--- src/rtl/sorter_pkg.sv ---
`default_nettype none
// ============================================================================
//  Module      : sorter_pkg
//  Description : Shared types and helpers for the seq_sorter block:
//                FSM state encoding and the index-width helper.
//  Ports       : none (package)
//  Revision    : 1.0 - initial release
// ============================================================================
package sorter_pkg;

    // Two bits are enough for three states; encodings are fixed explicitly.
    typedef enum logic [1:0] {
        ST_LOAD  = 2'd0,
        ST_SORT  = 2'd1,
        ST_DRAIN = 2'd2
    } state_t;

    // Bits needed to index 0..n-1; never less than one bit.
    function automatic int idx_w(input int n);
        return (n < 2) ? 1 : $clog2(n);
    endfunction

endpackage : sorter_pkg
`default_nettype wire

--- src/rtl/seq_sorter_cmpx.sv ---
`default_nettype none
// ============================================================================
//  Module      : seq_sorter_cmpx
//  Description : One combinational compare-exchange cell. Swaps only when
//                the pair is strictly out of order, so equal values keep
//                their relative order.
//  Ports       : a, b  - left / right element of the pair
//                dir   - 0 = ascending, 1 = descending
//                lo    - value for the left position
//                hi    - value for the right position
//  Revision    : 1.0 - initial release
// ============================================================================
module seq_sorter_cmpx #(
    parameter int WIDTH = 8
) (
    input  logic [WIDTH-1:0] a,
    input  logic [WIDTH-1:0] b,
    input  logic             dir,
    output logic [WIDTH-1:0] lo,
    output logic [WIDTH-1:0] hi
);

    logic w_swap;

    // Unsigned compare over the full width.
    assign w_swap = dir ? (a < b) : (a > b);
    assign lo     = w_swap ? b : a;
    assign hi     = w_swap ? a : b;

endmodule : seq_sorter_cmpx
`default_nettype wire

--- src/rtl/seq_sorter.sv ---
`default_nettype none
// ============================================================================
//  Module      : seq_sorter
//  Description : Batch sorter. Loads N elements through a valid/ready input,
//                sorts them in N cycles of odd-even transposition, then
//                drains them in order through a valid/ready output.
//  Ports       : clk, rst            - clock, synchronous active-high reset
//                in_valid/in_ready   - input handshake, in_data element
//                out_valid/out_ready - output handshake, out_data element
//                out_last            - marks the Nth output element
//                busy                - high while sorting or draining
//                desc                - (SEQ_SORTER_DESCEND_EN only) 1 sorts
//                                      the batch descending, sampled on the
//                                      first element of the batch
//  Config      : `define SEQ_SORTER_DESCEND_EN to add the desc port.
//  Revision    : 1.0 - initial release
// ============================================================================
module seq_sorter
    import sorter_pkg::*;
#(
    parameter int WIDTH = 8,
    parameter int N     = 8
) (
    input  logic             clk,
    input  logic             rst,
    input  logic             in_valid,
    input  logic [WIDTH-1:0] in_data,
`ifdef SEQ_SORTER_DESCEND_EN
    input  logic             desc,
`endif
    output logic             in_ready,
    output logic             out_valid,
    output logic [WIDTH-1:0] out_data,
    input  logic             out_ready,
    output logic             out_last,
    output logic             busy
);

    localparam int                 c_IDX_W = idx_w(N);
    localparam logic [c_IDX_W-1:0] c_LAST  = c_IDX_W'(N - 1);

    state_t             r_state;
    state_t             w_state_nxt;
    logic [c_IDX_W-1:0] r_cnt;     // load slot index
    logic [c_IDX_W-1:0] r_k;       // sort round index
    logic [c_IDX_W-1:0] r_idx;     // drain index
    logic [WIDTH-1:0]   r_slot   [N];
    logic [WIDTH-1:0]   w_sorted [N];
    logic [WIDTH-1:0]   w_lo     [N-1];
    logic [WIDTH-1:0]   w_hi     [N-1];
    logic               w_dir;
    logic               w_in_hs;
    logic               w_out_hs;

    assign w_in_hs  = in_valid && in_ready;
    assign w_out_hs = out_valid && out_ready;

`ifdef SEQ_SORTER_DESCEND_EN
    logic r_desc;

    always_ff @(posedge clk) begin
        if (rst) begin
            r_desc <= 1'b0;
        end else if (w_in_hs && (r_cnt == '0)) begin
            r_desc <= desc;
        end
    end

    assign w_dir = r_desc;
`else
    assign w_dir = 1'b0;
`endif

    // ------------------------------------------------------------------
    // FSM
    // ------------------------------------------------------------------
    always_ff @(posedge clk) begin
        if (rst) begin
            r_state <= ST_LOAD;
        end else begin
            r_state <= w_state_nxt;
        end
    end

    always_comb begin
        w_state_nxt = r_state;
        case (r_state)
            ST_LOAD:  if (w_in_hs && (r_cnt == c_LAST))  w_state_nxt = ST_SORT;
            ST_SORT:  if (r_k == c_LAST)                 w_state_nxt = ST_DRAIN;
            ST_DRAIN: if (w_out_hs && (r_idx == c_LAST)) w_state_nxt = ST_LOAD;
            default:  w_state_nxt = ST_LOAD;
        endcase
    end

    assign in_ready  = (r_state == ST_LOAD);
    assign out_valid = (r_state == ST_DRAIN);
    assign busy      = (r_state != ST_LOAD);
    assign out_last  = (r_state == ST_DRAIN) && (r_idx == c_LAST);
    assign out_data  = (r_state == ST_DRAIN) ? r_slot[r_idx] : '0;

    // ------------------------------------------------------------------
    // Counters; each wraps to zero at its last value so the next batch
    // starts clean without extra clearing.
    // ------------------------------------------------------------------
    always_ff @(posedge clk) begin
        if (rst) begin
            r_cnt <= '0;
            r_k   <= '0;
            r_idx <= '0;
        end else begin
            case (r_state)
                ST_LOAD: begin
                    r_k <= '0;
                    if (w_in_hs) begin
                        r_cnt <= (r_cnt == c_LAST) ? '0 : r_cnt + 1'b1;
                    end
                end
                ST_SORT: begin
                    r_k <= (r_k == c_LAST) ? '0 : r_k + 1'b1;
                end
                ST_DRAIN: begin
                    if (w_out_hs) begin
                        r_idx <= (r_idx == c_LAST) ? '0 : r_idx + 1'b1;
                    end
                end
                default: begin
                    r_cnt <= '0;
                    r_k   <= '0;
                    r_idx <= '0;
                end
            endcase
        end
    end

    // ------------------------------------------------------------------
    // Compare-exchange network: one cell per adjacent pair. Each round
    // only the pairs whose left index matches the round parity are used.
    // ------------------------------------------------------------------
    for (genvar i = 0; i < N - 1; i++) begin : g_cmpx
        seq_sorter_cmpx #(
            .WIDTH (WIDTH)
        ) u_cmpx (
            .a   (r_slot[i]),
            .b   (r_slot[i+1]),
            .dir (w_dir),
            .lo  (w_lo[i]),
            .hi  (w_hi[i])
        );
    end

    // Slot j is the left member of pair j when j matches the round parity,
    // otherwise it is the right member of pair j-1 (if those pairs exist).
    for (genvar j = 0; j < N; j++) begin : g_sel
        localparam logic c_PAR = 1'(j % 2);
        if (j == 0) begin : g_first
            assign w_sorted[j] = (r_k[0] == c_PAR) ? w_lo[j] : r_slot[j];
        end else if (j == N - 1) begin : g_last
            assign w_sorted[j] = (r_k[0] != c_PAR) ? w_hi[j-1] : r_slot[j];
        end else begin : g_mid
            assign w_sorted[j] = (r_k[0] == c_PAR) ? w_lo[j] : w_hi[j-1];
        end
    end

    // Slot storage carries no reset; a discarded batch is simply
    // overwritten by the next load.
    for (genvar j = 0; j < N; j++) begin : g_slot
        always_ff @(posedge clk) begin
            if (!rst) begin
                if (r_state == ST_SORT) begin
                    r_slot[j] <= w_sorted[j];
                end else if (w_in_hs && (r_cnt == c_IDX_W'(j))) begin
                    r_slot[j] <= in_data;
                end
            end
        end
    end

endmodule : seq_sorter
`default_nettype wire
--- config.mk ---
export PLATFORM = sky130hd
export DESIGN_NAME = seq_sorter
export DESIGN_NICKNAME = d
export VERILOG_FILES = /design/src/rtl/sorter_pkg.sv /design/src/rtl/seq_sorter_cmpx.sv /design/src/rtl/seq_sorter.sv
export SDC_FILE = /design/constraint.sdc
export NUM_CORES = 1
export LEC_CHECK = 0
export ABC_AREA = 0
export BUFFER_PORTS_ARGS = -buffer_cell sky130_fd_sc_hd__buf_2
export CAP_MARGIN = 25
export CORE_MARGIN = 2
export CORE_UTILIZATION = 40
export DETAILED_ROUTE_END_ITERATION = 7
export HOLD_SLACK_MARGIN = 0.02
export PLACE_DENSITY = 0.61
export SLEW_MARGIN = 20
export SYNTH_ARGS = -nofsm -noshare
export SYNTH_HDL_FRONTEND = slang
export SYNTH_SLANG_ARGS = --single-unit
--- constraint.sdc ---
create_clock -name clk -period 2.5 [get_ports clk]
set_input_delay 0 -clock clk [delete_from_list [all_inputs] [get_ports clk]]
set_output_delay 0 -clock clk [all_outputs]
set_load 0.01 [all_outputs]
==> flow_metrics.py <==
metrics = {
    "finish": {
        "seqCellArea_sq_um": 2206,
        "multi_input_area_sq_um": 3298,
        "drive_above_1_share_pct": 16.91,
        "final_cell_mix": "ha_1, inv_1, edfxtp_1, mux2i_1, o21ai_0",
        "layout.nets": 698,
        "finalNonFillerCells": 805,
        "final_cell_area_sq_um": 6589,
        "layout_commonest_cell": "ha_1",
        "antennaDiodeCount": 0,
        "area_delta_synth_final_pct": 10.72,
        "fillCellCount": 1411,
    },
    "setup_path": {
        "crit_start": "r_slot[3][1]$_DFFE_PP_",
        "required_ns": 2.60,
        "crit_end": "r_slot[4][2]$_DFFE_PP_",
        "critPathSlowestCell": "edfxtp_1",
        "critPathLaunchType": "flip-flop",
        "cpLargestDelayFamily": "compound AO/OA/AOI/OAI gates",
        "r2r_slack_ns": 0.28,
        "slowest_delay_ns": 0.48,
        "cp_cell_sequence": "ha_1 -> nor2b_1 -> o211ai_1 -> a21oi_1 -> o41ai_1 -> o21bai_1 -> buf_4",
        "cp.depth": 7,
        "cp-end-kind": "flip-flop",
        "worstPathMaxFanout": 8,
        "crit_type": "flip-flop to flip-flop",
        "r2r_end": "r_slot[4][2]$_DFFE_PP_",
        "r2r_cells": 7,
        "arrival_ns": 2.32,
        "timing.rr.start": "r_slot[3][1]$_DFFE_PP_",
        "crit_buf_inv": 1,
    },
    "yosys": {
        "ys_seq_area_share_pct": 37.01,
        "syn_area_sq_um": 5951,
        "synth.distinct_cells": 43,
        "syn-instance-count": 589,
        "synth-seq-cells": 78,
        "synth.avg_cell_area_sq_um": 10.10,
        "ys_warn_count": 0,
        "syn-num-nets": 671,
    },
    "clock_tree": {
        "numCtsBuffers": 9,
        "cts.sinks": 78,
        "cts-root-buf": "clkbuf_16",
        "cts_max_level": 3,
        "cts_buffer_depth": 2,
        "cts_tree": "done",
        "path_clk_slew_ns": 0.06,
        "clk_latency_ns": 0.35,
    },
    "placed_design": {
        "dp_hpwl_mm": 11.01,
        "detailed_place.area_sq_um": 6289,
        "place_ws_ns": 0.3073,
        "dp_cells": 788,
        "place.gp.congestion": 0.8282,
        "io_buffer_count": 23,
    },
    "power_and_ir_drop": {
        "netSwitchingPower_mw": 0.6504,
        "pwr-share-seq_pct": 49.2,
        "finalPower_mw": 2.904,
        "power_density_nw_per_um2": 440.7,
        "worst_ir_drop_vdd_mv": 0.2966,
        "clkPwrFrac_pct": 45.1,
        "p_leak_nw": 2.574,
        "share_comb_of_total_power_pct": 5.7,
        "p_sw_share_pct": 22.40,
        "intPower_mw": 2.253,
    },
    "hold_path": {
        "min_path_type": "primary input to flip-flop",
    },
    "drt": {
        "wirelength_mm": 14.56,
        "drcViolationCount": 0,
        "firstDrtPassIters": 5,
        "vias_per_cell": 5.462,
        "wl_per_cell_um": 18.09,
        "dr.first_iter.drc_count": 358,
        "postRouteAntennaNets": 0,
        "num_vias": 4397,
    },
    "sta": {
        "setup_violations": 0,
        "totalNegativeSetupSlack_ns": 0,
        "fmax_mhz": 449.6,
        "finClkSkew_ns": 0.008849,
        "rsz0062_at_grt": "false",
        "relSlewSlack_pct": 63.74,
        "fin_ws_ns": 0.2757,
        "final.period_utilization_pct": 88.97,
        "finalCriticalPeriod_ns": 2.224,
        "hold_viol": 0,
        "finalMaxSlewViolations": 0,
        "tightest_slew_ns": 0.5431,
    },
    "grt": {
        "antenna_found_initial": 0,
        "grt_pass1_vias": 4440,
        "grt-ovfl-total": 0,
        "track_usage_pct": 19.07,
        "grt_first_pass_wirelength_mm": 23.63,
        "grt_max_degree": 25,
    },
    "status": {
        "status": "complete, no violations",
    },
    "die": {
        "fp.dieH_um": 126.0,
        "rows": 44,
        "die_w_um": 126.0,
        "start_util_pct": 40.94,
        "core_area_sq_um": 14530,
        "die-area_sq_um": 15870,
        "io_pins": 24,
    },
    "flow_run": {
        "maxCapViolations": 0,
    },
}
[sequential cells by signal, indices dropped and copies added, names as in the netlist, named ones only]
signal   count
r_cnt        3
r_idx        3
r_k          3
r_slot      64
r_state      2
[stage by stage]
step	utilization (%)	hold slack, ns
floorplan	-	0.07931
finish	45.33	0.07379
global route	45.33	0.09888
CTS	45.33	0.06856
global placement	43.27	0.3279
detailed placement	43.27	0.3406
[how the worst min path moves through the flow]
stage,endpoint,startpoint,cells past startpoint
5_1_grt,r_slot[3][7]$_DFFE_PP_,in_data[7],3
4_1_cts,r_slot[4][3]$_DFFE_PP_,in_data[3],3
3_5_place_dp,r_k[2]$_SDFFE_PP0N_,rst,2
3_3_place_gp,r_k[0]$_SDFFE_PP0N_,rst,2
2_1_floorplan,r_state[1]$_SDFFE_PP0P_,rst,1
6_report,r_slot[3][0]$_DFFE_PP_,in_data[0],3
[power groups by stage]
| stage | clock network, mW | registers (mW) | logic, mW |
|---|---|---|---|
| 2_1_floorplan | 0 | 1.45 | 0.118 |
| 3_3_place_gp | 0 | 1.46 | 0.159 |
| 3_5_place_dp | 0 | 1.46 | 0.164 |
| 4_1_cts | 1.34 | 1.43 | 0.166 |
| 5_1_grt | 1.39 | 1.43 | 0.183 |
| 6_report | 1.31 | 1.43 | 0.165 |
[kinds of logic (layout without fill, tap and decap cells)]
logic type | Yosys count | after routing | share of synthesized area [%]
adder cells (fa/ha/maj) | 70 | 70 | 14.72
multiplexers | 89 | 89 | 18.67
AND/OR/NAND/NOR | 132 | 132 | 10.53
flip-flops | 78 | 78 | 37.01
buffers and inverters | 100 | 132 | 7.569
AO/OA/AOI/OAI | 120 | 120 | 11.50
[Yosys cell counts (all sizes together)]
cell / instances / area [sq um]
dfxtp: 14 / 280.3
and4bb: 1 / 16.27
o41ai: 2 / 17.52
or4: 1 / 7.510
nand3: 3 / 15.01
a21oi: 43 / 215.2
ha: 70 / 875.8
nor2b: 9 / 56.30
nand2b: 2 / 12.51
o31ai: 3 / 22.52
nand2: 45 / 181.4
o221a: 1 / 11.26
inv: 67 / 251.5
a22oi: 4 / 30.03
clkbuf: 10 / 37.54
o21a: 2 / 15.01
o211ai: 6 / 45.04
buf: 23 / 161.4
a211oi: 6 / 45.04
edfxtp: 64 / 1922
nor3: 3 / 15.01
mux4: 16 / 360.4
o21ai: 48 / 240.2
o22ai: 1 / 12.51
and3: 3 / 23.77
nor2: 44 / 165.2
and2: 3 / 21.27
o21bai: 3 / 22.52
nand4: 13 / 81.33
or3: 3 / 18.77
mux2: 16 / 180.2
mux2i: 57 / 570.6
a21o: 1 / 7.510
or2: 2 / 12.52
[metal layers]
layer  GRT usage, %  routed length (um)
met1          24.85                6737
met2          31.44                6987
met3          2.761                 421
met4          8.791                 415
met5              0                   0
[layout make-up]
type                    instances  area share [%]
repair buffers                 49           4.747
multi-input cells             411           50.06
clock buffers                  10           3.475
well taps                     184           3.494
inverters                      67           3.817
clock inverters                 6          0.9305
flip-flops and latches         78           33.48
[worst reg2reg max path, stage by stage, from the launching register on]
cell	delay, ns
edfxtp_1	0.48
ha_1	0.35
nor2b_1	0.13
o211ai_1	0.15
a21oi_1	0.09
o41ai_1	0.48
o21bai_1	0.11
buf_4	0.20
[repair_timing]
action | CTS | global route
hold buffers | 1 | 0
endpoints found under the hold margin | 14 | 0
setup buffers | 0 | 0
resized for setup | 0 | 0
(Power assumes the default switching activity.)
